==> src/rtl/pair_sequencer.sv <==
// pair_sequencer: upstream feeder for find_MAX.
// Buffers (A, B, instruction) pairs from a valid/ready producer in a small
// FIFO, then issues them to find_MAX in groups of PAIRS_PER_OP using the
// start / valid / one_left protocol. Waits for finish, captures maximum as a
// one-cycle result pulse, and aborts with timeout_err if finish never comes
// (or never drops).
//
// Ports:
//   clk, rst                    clock, synchronous active-high reset
//   in_valid/in_ready           producer handshake (in_ready = count < FIFO_DEPTH)
//   in_a, in_b, in_instr        pushed pair
//   start, valid, one_left      find_MAX control (mutually exclusive)
//   Data_A, Data_B, instruction find_MAX data, zero whenever valid = 0
//   finish, maximum             find_MAX completion and answer
//   result_valid, result        one-cycle capture pulse, held result
//   timeout_err                 one-cycle abort pulse
//   busy                        state != IDLE
module pair_sequencer #(
  parameter int PAIRS_PER_OP = 4,
  parameter int FIFO_DEPTH   = 8,
  parameter int GAP          = 1,
  parameter int TIMEOUT      = 255
) (
  input  logic       clk,
  input  logic       rst,
  input  logic       in_valid,
  output logic       in_ready,
  input  logic [7:0] in_a,
  input  logic [7:0] in_b,
  input  logic [2:0] in_instr,
  output logic       start,
  output logic       valid,
  output logic [7:0] Data_A,
  output logic [7:0] Data_B,
  output logic [2:0] instruction,
  output logic       one_left,
  input  logic       finish,
  input  logic [7:0] maximum,
  output logic       result_valid,
  output logic [7:0] result,
  output logic       timeout_err,
  output logic       busy
);

  localparam int AW = (FIFO_DEPTH > 1) ? $clog2(FIFO_DEPTH) : 1;
  localparam int CW = $clog2(FIFO_DEPTH + 1);
  localparam int KW = (PAIRS_PER_OP > 1) ? $clog2(PAIRS_PER_OP) : 1;
  localparam int GW = (GAP > 1) ? $clog2(GAP) : 1;
  localparam int TW = $clog2(TIMEOUT + 1);

  typedef enum logic [2:0] {
    S_IDLE, S_START, S_GAP, S_SEND, S_ONE_LEFT, S_SEND_LAST, S_WAIT_FIN, S_DRAIN
  } state_t;

  state_t        state, state_n;
  logic [18:0]   mem [FIFO_DEPTH];
  logic [AW-1:0] wr_ptr, rd_ptr;
  logic [CW-1:0] count;
  logic [KW-1:0] k;
  logic [GW-1:0] gcnt;
  logic [TW-1:0] tcnt;
  logic [18:0]   head;
  logic          push, pop, cap, to_fire;

  function automatic logic [AW-1:0] ptr_inc(input logic [AW-1:0] p);
    return (p == AW'(FIFO_DEPTH - 1)) ? '0 : p + 1'b1;
  endfunction

  assign in_ready = (count < CW'(FIFO_DEPTH));
  assign push     = in_valid && in_ready;
  assign pop      = valid;
  assign head     = mem[rd_ptr];

  assign start       = (state == S_START);
  assign one_left    = (state == S_ONE_LEFT);
  assign valid       = (state == S_SEND) || (state == S_SEND_LAST);
  assign busy        = (state != S_IDLE);
  assign instruction = valid ? head[18:16] : '0;
  assign Data_A      = valid ? head[15:8]  : '0;
  assign Data_B      = valid ? head[7:0]   : '0;

  // Storage needs no reset: nothing is read unless count says it was written.
  always_ff @(posedge clk) begin
    if (push) mem[wr_ptr] <= {in_instr, in_a, in_b};
  end

  always_comb begin
    state_n = state;
    cap     = 1'b0;
    to_fire = 1'b0;
    case (state)
      S_IDLE:      if (count >= CW'(PAIRS_PER_OP)) state_n = S_START;
      S_START:     state_n = S_GAP;
      S_GAP:       if (gcnt == GW'(GAP - 1))
                     state_n = (k < KW'(PAIRS_PER_OP - 1)) ? S_SEND : S_ONE_LEFT;
      S_SEND:      state_n = S_GAP;
      S_ONE_LEFT:  state_n = S_SEND_LAST;
      S_SEND_LAST: state_n = S_WAIT_FIN;
      // finish wins over an expiring timer so a late answer is still used
      S_WAIT_FIN: begin
        if (finish) begin
          cap     = 1'b1;
          state_n = S_DRAIN;
        end else if (tcnt >= TW'(TIMEOUT - 1)) begin
          to_fire = 1'b1;
          state_n = S_IDLE;
        end
      end
      S_DRAIN: begin
        if (!finish) begin
          state_n = S_IDLE;
        end else if (tcnt >= TW'(TIMEOUT - 1)) begin
          to_fire = 1'b1;
          state_n = S_IDLE;
        end
      end
      default:     state_n = S_IDLE;
    endcase
  end

  always_ff @(posedge clk) begin
    if (rst) begin
      state        <= S_IDLE;
      wr_ptr       <= '0;
      rd_ptr       <= '0;
      count        <= '0;
      k            <= '0;
      gcnt         <= '0;
      tcnt         <= '0;
      result       <= '0;
      result_valid <= 1'b0;
      timeout_err  <= 1'b0;
    end else begin
      state <= state_n;
      if (push) wr_ptr <= ptr_inc(wr_ptr);
      if (pop)  rd_ptr <= ptr_inc(rd_ptr);
      case ({push, pop})
        2'b10:   count <= count + 1'b1;
        2'b01:   count <= count - 1'b1;
        default: ;
      endcase
      if (state == S_START)     k <= '0;
      else if (state == S_SEND) k <= k + 1'b1;
      // counters restart whenever their state is not active, so entry sees 0
      gcnt <= (state == S_GAP) ? gcnt + 1'b1 : '0;
      tcnt <= (state == S_WAIT_FIN || state == S_DRAIN) ? tcnt + 1'b1 : '0;
      result_valid <= cap;
      timeout_err  <= to_fire;
      if (cap) result <= maximum;
    end
  end

endmodule

==> config.mk <==
export PLATFORM = sky130hd
export DESIGN_NAME = pair_sequencer
export DESIGN_NICKNAME = d
export VERILOG_FILES = /design/src/rtl/pair_sequencer.sv
export SDC_FILE = /design/constraint.sdc
export NUM_CORES = 1
export LEC_CHECK = 0
export CORE_UTILIZATION = 45
export DETAILED_ROUTE_END_ITERATION = 7
export GPL_ROUTABILITY_DRIVEN = 0
export PLACE_DENSITY = 0.77
export SYNTH_ARGS = -nofsm -noshare
export SYNTH_HDL_FRONTEND = slang
export SYNTH_SLANG_ARGS = --single-unit
==> constraint.sdc <==
create_clock -name clk -period 4.5 [get_ports clk]
set_clock_uncertainty 0.1 [all_clocks]
set_input_delay 0.675 -clock clk [delete_from_list [all_inputs] [get_ports clk]]
set_output_delay 0.675 -clock clk [all_outputs]
set_load 0.005 [all_outputs]
==> results by group <==
Power and ir drop
  • Switching pwr: 0.000669 W
  • Sequential Power Share: 57.9%
  • Maximum ir drop on the vdd rail: 0.309 mV
  • Ratio of total power to cell area: 373 nW/um^2
  • Switching power as a share of total power: 20.1%
  • Cell-internal power: 0.00266 W
  • Combinational cell fraction of total power: 3.3%
  • Total leakage power: 2.82 nW
  • Clk network pwr share: 38.8%

Layout
  • Area Growth Syn to Fin: 19.0%
  • Top library cells by usage in the layout, fill and taps aside: sky130_fd_sc_hd__edfxtp_1 (152), sky130_fd_sc_hd__clkdlybuf4s50_1 (64), sky130_fd_sc_hd__nor2_1 (47), sky130_fd_sc_hd__dfxtp_1 (36), sky130_fd_sc_hd__mux4_2 (31)
  • Filler Cells Inserted: 1202
  • ANT cells: 0
  • Flip-flop and latch area: 5310 um^2
  • Commonest non-fill, non-tap cell in the layout: sky130_fd_sc_hd__edfxtp_1
  • Non-filler cells in the finished layout: 742
  • Fraction of final layout cells sized beyond drive strength 1: 15.4%
  • Area taken by multi-input logic gates: 2060 um^2
  • Net count of the finished layout: 555

Synthesis
  • Fraction of synthesized cell area taken by the top area cell type: 60.9%
  • Synthesized-area fraction occupied by ao, oa, aoi and oai cells: 2.80%
  • Adder and majority cell fraction of the synthesized area: 1.94%
  • Register bit count reported by yosys: 189
  • Syn Inst Count: 439
  • Per-instance average area after synthesis: 17.1 um^2
  • Number of enable flip-flop cells after synthesis: 152
  • Synthesized cell area: 7500 um^2
  • Async set-or-reset flop fraction in the synthesized netlist: 0%
  • Dominant combinational cell family by area after synthesis: multiplexers
  • Warnings from Yosys: 0
  • Synth area leaders: sky130_fd_sc_hd__edfxtp_1 (61%), sky130_fd_sc_hd__dfxtp_1 (9.9%), sky130_fd_sc_hd__mux4_2 (9.3%), sky130_fd_sc_hd__mux2i_1 (2.7%), sky130_fd_sc_hd__mux4_1 (2.5%)
  • Simple-gate portion of the synthesized area: 6.79%
  • Cell accounting for the most synthesized area: sky130_fd_sc_hd__edfxtp_1
  • Distinct cells, synth: 45
  • Post-synthesis share of cell area spent on xor and xnor gates: 1.15%
  • Portion of the post-synthesis area used by sequential elements: 70.8%
  • Number of nets in the synthesized netlist: 481
  • Post-synth top flop: sky130_fd_sc_hd__edfxtp_1
  • Post-synthesis mux area share: 14.4%

Place
  • DP Wirelength: 8.89 mm
  • Cells after DPL: 710
  • Port Buffers: 64

Routing
  • Via count: 3943
  • Remaining design rule violation count: 0
  • Antenna-violating nets left: 0
  • Drt total wl: 13.8 mm
  • Avg WL per Cell: 18.6 um
  • Number of iterations in the first detailed-routing pass: 4
  • Vias per Instance: 5.31
  • Initial detailed-routing violation count: 279

GRT
  • Via count of the first global-routing pass: 4201
  • Largest net degree at the start of global routing: 27
  • Grt total ovfl: 0
  • Global routing usage summed across all routing layers: 17.7%
  • First-pass GRT wire length: 21.9 mm
  • Number of antenna violations at the first check in global routing: 0

Critical path
  • Worst Path Class, Setup: flip-flop to output port
  • Critical path data required time: 3720 ps
  • Worst path arrival time: 2830 ps
  • Worst-path fanout max: 22
  • Critical path startpoint category: flip-flop
  • Critical path capture point type: output port

Floorplanning
  • Number of standard-cell rows in the floorplan: 46
  • Die Span Y: 131 um
  • Initial cell density of the core: 46.7%
  • Floorplan Core Area: 16100 um^2
  • Chip width: 131 um
  • Die Area: 17200 um^2
  • Number of top-level pins: 65

Clock tree
  • H-tree level count: 4
  • Worst-Skew Late Latency: 420 ps
  • Buffer count from post-CTS setup fixing: 0
  • Clock tree root buffer cell: sky130_fd_sc_hd__clkbuf_16
  • Total clock buffers created by CTS: 17
  • Max Root-Sink Buffers: 2
  • Clock tree from TritonCTS: yes
  • Gates resized, CTS repair: 0
  • Hold buffers post-CTS: 0
  • Clock slew at reported path FFs: 60 ps
  • Number of sinks handled by clock tree synthesis: 189

Flow run
  • # Max-Cap Violations: 0

Timing
  • Clock period minus worst slack: 3610 ps
  • Hold Fails Final Rpt: 0
  • Total negative slack: 0 ps
  • Relative slew slack: 25.4%
  • Max Slew Vio Count: 0
  • Pin slew with the least headroom to its limit: 1120 ps
  • Final Cycle Share: 80.2%
  • Max Clk Rate: 0.277 GHz
  • Setup Viol. Count Final: 0
  • Worst hold margin: 339 ps
  • Unrepaired setup endpoints after global routing: no

Outcome
  • Result of the run: finished clean

Hold path
  • HP Class: flip-flop to flip-flop
-- metrics by stage --
stage / setup slack [ps] / total power, W / utilization (%) / instance area [um^2]
after floorplan: 1220 / 0.00201 / - / 7500
after global placement: 1310 / 0.00207 / 52.4 / 8410
after detailed placement: 1200 / 0.00208 / 52.4 / 8410
after CTS: 839 / 0.00336 / 55.6 / 8920
after global routing: 719 / 0.00344 / 55.6 / 8920
final: 891 / 0.00333 / 55.6 / 8920
-- path summary, 6_finish.rpt --
check / from / to / slack (ps) / cells after the start
hold reg to reg: gcnt / gcnt / 340 / 1
setup / recovery: flip-flop / Data_A[3] / 890 / 5
setup reg to reg: state[1] / count[3] / 1200 / 9
hold / removal: gcnt / gcnt / 340 / 1
-- sequential cells by signal, summed over array words and instances (netlist names), named ones only --
name / cells
result_valid: 1
state: 3
tcnt: 8
rd_ptr: 3
count: 4
timeout_err: 1
result: 8
mem: 152
gcnt: 1
k: 2
wr_ptr: 3
-- synthesized netlist by cell type (7+ instances only) --
cell,count
sky130_fd_sc_hd__ha_1,10
sky130_fd_sc_hd__clkbuf_1,7
sky130_fd_sc_hd__mux2i_1,20
sky130_fd_sc_hd__a21oi_1,21
sky130_fd_sc_hd__nand3_1,9
sky130_fd_sc_hd__mux4_1,7
sky130_fd_sc_hd__edfxtp_1,152
sky130_fd_sc_hd__nand2_1,26
sky130_fd_sc_hd__dfxtp_1,37
sky130_fd_sc_hd__nand2b_1,8
sky130_fd_sc_hd__mux4_2,31
sky130_fd_sc_hd__nor2_1,47
sky130_fd_sc_hd__xor2_1,7
sky130_fd_sc_hd__buf_2,11
-- cells by family (layout without fill, tap and decap cells) --
kind of cell | count (synthesis) | count (layout)
compound gates | 32 | 32
xor+xnor | 9 | 9
fa+ha+maj | 11 | 11
buf+inv | 29 | 116
flops | 189 | 189
mux | 58 | 58
simple gates | 111 | 111
-- power groups by stage --
stage | combinational [W] | clock [W] | sequential, W
after floorplan | 0.0000493 | 0 | 0.00196
after global placement | 0.000105 | 0 | 0.00196
after detailed placement | 0.000111 | 0 | 0.00197
after CTS | 0.000112 | 0.00132 | 0.00193
after global routing | 0.000120 | 0.00139 | 0.00193
final | 0.000110 | 0.00129 | 0.00193
-- cell type report --
class | instances | share of cell area (%)
sequential | 189 | 59.5
multi-input combinational | 221 | 23.1
timing repair buffer | 77 | 8.42
clock buffer | 18 | 4.81
tap | 216 | 3.03
clock inverter | 14 | 0.884
inverter | 7 | 0.295
-- worst max-delay path, stage by stage (launching register included) --
cell	delay, ps
sky130_fd_sc_hd__dfxtp_1	1050
sky130_fd_sc_hd__buf_4	360
sky130_fd_sc_hd__mux4_2	350
sky130_fd_sc_hd__mux2i_1	150
sky130_fd_sc_hd__nor2_1	50
sky130_fd_sc_hd__clkdlybuf4s50_1	430
-- layer usage --
layer	vias to the layer above	track usage, %	wire (um)
li1	1840	-	-
met1	1989	21.1	5660
met2	103	30.4	7210
met3	11	5.32	808
met4	0	6.49	136
met5	-	0	0
Note: power is estimated with default switching activity, not from simulation.
==> patch 1: new RTL, config.mk and constraints unchanged <==
Reset style: asynchronous (`rst`), changed in one clocked block. Comments in the files are not updated.
--- a/src/rtl/pair_sequencer.sv
+++ b/src/rtl/pair_sequencer.sv
@@ -118,7 +118,7 @@
     endcase
   end
 
-  always_ff @(posedge clk) begin
+  always_ff @(posedge clk or posedge rst) begin
     if (rst) begin
       state        <= S_IDLE;
       wr_ptr       <= '0;
Formal check against the unedited RTL: differs if rst is asserted again (counterexample within 10 cycles, from zero or initial values and one cycle with rst high); with rst held inactive, the same outputs for 10 cycles.
==> patch 1 against the unedited design <==
  * Count of clock-buffer cells in the layout decreased by 1
  * Synthesized cell count shrank 9.8%
  * Sequential cell count fell by 3
  * Cell count down 5.4%
  * Routed wire length rose by 0.56%
  * Largest cell class unchanged
  * Register-to-register slack improved by 570 ps
  * Critical endpoint is now instruction[1]
  * Design area increased by 1.4%
  * Area after synthesis decreased by 0.27%
  * Setup slack got worse by 36 ps
Power is not compared: it rests on default switching activity, and its combinational part moved more than twofold at a synthesized area within 25%.
==> patch 1: results (changes against the unedited design) <==
| Metric | Value |
|---|---|
| Synth unique cells | 42 (was 45) |
| Fillers | 1185 (was 1202) |
| Min-Delay Path Class | reg -> reg (unchanged) |
| RR Endpoint | count[3] (unchanged) |
| M3 GR Usage | 0.0517 (was 0.0532) |
| Crit-path leading delay family | simple AND/OR/NAND/NOR gates (was flip-flops) |
| Ys async rst share | 0.183 (was 0) |
| Buffers on Ports | 64 (unchanged) |
| GR Layer Usage met2 | 0.293 (was 0.304) |
| Drt total wl | 13.9 mm (was 13.8 mm) |
| Pint | 0.00414 W |
| Total GRT Usage | 0.182 (was 0.177) |
| Worst r2r path cells | 8 (was 9) |
| Inst Count DP | 671 (was 710) |
| Met1 wire length | 6.04 mm (was 5.66 mm) |
| Pre-CTS setup slack | 1260 ps (was 1200 ps) |
| DR top layer | met4 (unchanged) |
| Fin cells | 702 (was 742) |
| Worst path max stage delay | 840 ps (was 1050 ps) |
| Met1 Usage GRT | 0.236 (was 0.211) |
| Reg2Reg Launch Point | state[1] (unchanged) |
| First DRT Iteration DRCs | 251 (was 279) |
| Via count | 3805 (was 3943) |
| Synth top area cells | edfxtp_1, mux4_2, dfrtp_1, a22o_1, mux2_2 (was edfxtp_1, dfxtp_1, mux4_2, mux2i_1, mux4_1) |
| Status | complete, no violations (unchanged) |
| Post-synth net total | 438 (was 481) |
| # diodes | 0 (unchanged) |
| Critical-path top delay cell | and3_1 (was dfxtp_1) |
| DRT Pass-1 Iters | 4 (unchanged) |
| Number of cells upsized or downsized after cts | 0 (unchanged) |
| Largest net degree at the start of global routing | 35 (was 27) |
| End of the critical path | instruction[1] (was Data_A[3]) |
| Hold depth | 2 (was 1) |
| Yosys warns | 0 (unchanged) |
| Synthesized instance count | 396 (was 439) |
| First-pass GRT wire length | 22.1 mm (was 21.9 mm) |
| Tightest Pin Transition | 988 ps (was 1120 ps) |
| Met2 wire length | 6.73 mm (was 7.21 mm) |
| Max Freq | 274 MHz (was 277 MHz) |
| Via count of the first global-routing pass | 4029 (was 4201) |
| Nets | 516 (was 555) |
| Register area share after synthesis | 0.724 (was 0.708) |
| Reg2reg setup slack | 1770 ps (was 1200 ps) |
| Post-synth top cells | edfxtp_1, mux4_2, dfrtp_1 (was edfxtp_1, nor2_1, dfxtp_1) |
| Metal3 WL | 841 um (was 808 um) |
| DP Wirelength | 8.38 mm (was 8.89 mm) |
| Ratio of cells with drive above 1 in the final layout | 0.212 (was 0.154) |
| CP Max Fanout | 19 (was 22) |
[patch 1: cell count changes in the layout (fill, tap and decap cells not counted), sizes merged, moves of 5 or more]
cell	before	now
dfxtp	37	0
dfrtp	0	34
nor2	47	17
a22o	0	19
mux2i	20	1
a21oi	21	5
nand2	26	12
mux2	0	13
o21ai	0	11
bufinv	0	5
clkinv	10	5
[patch 1: cell type report]
type                       instances  share of cell area
tap                              216              0.0299
timing repair buffer              76              0.0836
multi-input combinational        181               0.213
clock inverter                    14              0.0226
clock buffer                      17              0.0470
inverter                          12             0.00498
sequential                       186               0.599
[patch 1: kinds of logic after synthesis]
kind of cell | synth area share
simple gates | 0.0465
compound gates | 0.0454
flops | 0.724
fa+ha+maj | 0.0194
buf+inv | 0.0209
xor+xnor | 0.00804
mux | 0.135
[patch 1: how the worst min path moves through the flow]
stage | startpoint | endpoint | slack, ps
4_1_cts | k[1] | k[1] | 410
3_5_place_dp | k[1] | k[1] | 390
5_1_grt | k[1] | k[1] | 430
3_3_place_gp | k[1] | k[1] | 370
2_1_floorplan | k[1] | k[1] | 350
6_report | k[1] | k[1] | 400
[patch 1: through the flow]
stage	power, W	hold WS [ps]	instance area [sq um]
final	0.00577	397	9040
after global routing	0.00608	432	9040
after CTS	0.00584	410	9040
after detailed placement	0.00425	393	8410
after global placement	0.00418	371	8410
after floorplan	0.00355	354	7480
[patch 1: power groups by stage]
stage / Sequential [W] / Clock [W] / Combinational [W]
6_report: 0.00235 / 0.00158 / 0.00184
5_1_grt: 0.00238 / 0.00167 / 0.00203
4_1_cts: 0.00235 / 0.00161 / 0.00188
3_5_place_dp: 0.00238 / 0 / 0.00187
3_3_place_gp: 0.00236 / 0 / 0.00182
2_1_floorplan: 0.00228 / 0 / 0.00127
==> patch 2: new RTL, same flow settings <==
Made on the original files. Change the parameter `TIMEOUT` from 255 to 510.
--- a/src/rtl/pair_sequencer.sv
+++ b/src/rtl/pair_sequencer.sv
@@ -19,7 +19,7 @@
   parameter int PAIRS_PER_OP = 4,
   parameter int FIFO_DEPTH   = 8,
   parameter int GAP          = 1,
-  parameter int TIMEOUT      = 255
+  parameter int TIMEOUT      = 510
 ) (
   input  logic       clk,
   input  logic       rst,
Check against the original RTL: no difference found for any inputs over 10 cycles, from zero or initial values and one cycle with rst high; that may be too few to reach the edited logic, so the function may still have changed.
==> patch 2 against the unedited design <==
  * Global-route usage down 0.39 points
  * Largest power group unchanged
  * Area after synthesis about the same
  * Utilization up 0.38 points
  * Sequential cell count up 1
  * Total power up 5.9%
  * Setup slack better by 59 ps
  * Critical path depth unchanged
  * Critical endpoint is now Data_A[7]
  * Design area up 0.69%
  * Largest cell class unchanged
  * Highest routed layer unchanged
  * Routed wire length down 2.9%
  * Clock power up 14%
==> patch 2: results (changes against the unedited design) <==
| Metric | Value |
|---|---|
| Initial antenna violation count | 1 (was 0) |
| Fillers | 1210 (was 1202) |
| Synth top area cells | edfxtp_1, dfxtp_1, mux4_2, mux2i_1, mux4_1 (unchanged) |
| H-tree lvl count | 4 (unchanged) |
| Buffers on Ports | 64 (unchanged) |
| Post-synth top cells | edfxtp_1, nor2_1, dfxtp_1 (unchanged) |
| Post-synth net total | 482 (was 481) |
| Nets | 556 (was 555) |
| Fin cells | 743 (was 742) |
| Min-Delay Path Class | reg -> reg (unchanged) |
| Number of synthesized flops with an enable pin | 152 (unchanged) |
| Worst r2r path cells | 9 (unchanged) |
| Tightest Pin Transition | 1080 ps (was 1120 ps) |
| Max VDD drop | 0.000257 V (was 0.000309 V) |
| Via count of the first global-routing pass | 4143 (was 4201) |
| Arrival time worst endpoint | 2780 ps (was 2830 ps) |
| DP Wirelength | 8.06 mm (was 8.89 mm) |
| Static leakage | 2.85 nW (was 2.82 nW) |
| Synth unique cells | 40 (was 45) |
| Reg2reg setup slack | 1350 ps (was 1200 ps) |
| # diodes | 0 (unchanged) |
| Post-CTS Setup Bufs | 0 (unchanged) |
| Inst Count DP | 711 (was 710) |
| RR Endpoint | count[3] (unchanged) |
| DRT Pass-1 Iters | 4 (unchanged) |
| Regs by FF count | mem x152, tcnt x9, result x8 (was mem x152, result x8, tcnt x8) |
| Vias per cell | 5.35 (was 5.31) |
| Yosys warns | 0 (unchanged) |
| Largest net degree at the start of global routing | 39 (was 27) |
| Number of cells upsized or downsized after cts | 0 (unchanged) |
| CTS Root Cell | clkbuf_16 (unchanged) |
| CTS Buf Count | 17 (unchanged) |
| First-pass GRT wire length | 21.4 mm (was 21.9 mm) |
| End of the critical path | Data_A[7] (was Data_A[3]) |
| First DRT Iteration DRCs | 214 (was 279) |
| CP Max Fanout | 18 (was 22) |
| Worst-path clk slew | 70 ps |
| Synthesized instance count | 440 (was 439) |
| Clock latency on the worst-skew pair | 430 ps |
| Most flop-heavy register | mem (unchanged) |
| WS Path Type | reg -> out (unchanged) |
| Ys async rst share | 0 (unchanged) |
| Worst-case clock buffer depth | 2 (unchanged) |
| Reg2Reg Launch Point | state[1] (unchanged) |
| Total GRT Usage | 0.173 (was 0.177) |
| Drt total wl | 13.4 mm (was 13.8 mm) |
| Register area share after synthesis | 0.710 (was 0.708) |
| Ratio of cells with drive above 1 in the final layout | 0.156 (was 0.154) |
| Status | complete, no violations (unchanged) |
## patch 2: cell count changes after synthesis, sizes merged, moves of 2 or more
cell,delta
or3,+2
nor2,-2
a21oi,+3
nor2b,+4
nand2b,-3
o21ai,+2
nand4,+2
## patch 2: cell type report
class | instances | area, sq um | area share
Timing Repair Buffer | 76 | 731 | 0.0813
Tap cell | 216 | 270 | 0.0301
Clock inverter | 15 | 160 | 0.0178
Multi-Input combinational cell | 223 | 2050 | 0.228
Clock buffer | 17 | 425 | 0.0474
Sequential cell | 190 | 5330 | 0.593
Inverter | 6 | 22.5 | 0.00251
## patch 2: routing by layer
metal	track usage	wire length (um)	vias to the layer above
met5	0	0	-
met4	0.0649	193	0
met3	0.0491	749	16
met2	0.290	6740	113
met1	0.214	5740	1988
li1	-	-	1855
## patch 2: report_power, final
group / internal (W) / switching [W] / leakage, nW
Combinational: 0.0000541 / 0.0000612 / 0.895
Sequential: 0.00193 / 0.0000131 / 1.69
Clock: 0.000825 / 0.000648 / 0.270
Total: 0.00281 / 0.000723 / 2.85
## patch 2: per-stage QoR
stage	hold slack, ps	setup WS, ps	power (W)	cell area [sq um]	utilization
2_1_floorplan	350	1220	0.00203	7500	-
4_1_cts	358	857	0.00357	8980	0.559
6_report	358	950	0.00353	8980	0.559
3_3_place_gp	341	1380	0.00209	8400	0.523
3_5_place_dp	349	1240	0.00210	8400	0.523
5_1_grt	378	737	0.00364	8980	0.559
## patch 2: how the worst min path moves through the flow
stage          slack (ps)      start   endpoint  cells past startpoint
2_1_floorplan         350  rd_ptr[1]   register                      2
3_3_place_gp          340  result[3]  result[3]                      2
3_5_place_dp          350  result[4]  result[4]                      2
4_1_cts               360  result[4]  result[4]                      2
5_1_grt               380  result[6]  result[6]                      2
6_report              360  result[4]  result[4]                      2
## patch 2: cells by family after synthesis
family / after synthesis / share of synthesized area
flops: 190 / 0.710
simple gates: 115 / 0.0724
mux: 58 / 0.144
compound gates: 29 / 0.0207
buf+inv: 27 / 0.0204
fa+ha+maj: 11 / 0.0194
xor+xnor: 10 / 0.0127
## patch 2: worst max-delay path, cell delays in order (launching register included)
cell	delay, ps
dfxtp_2	700
buf_4	390
mux4_1	590
mux2i_1	140
nor2_1	50
clkdlybuf4s50_1	460
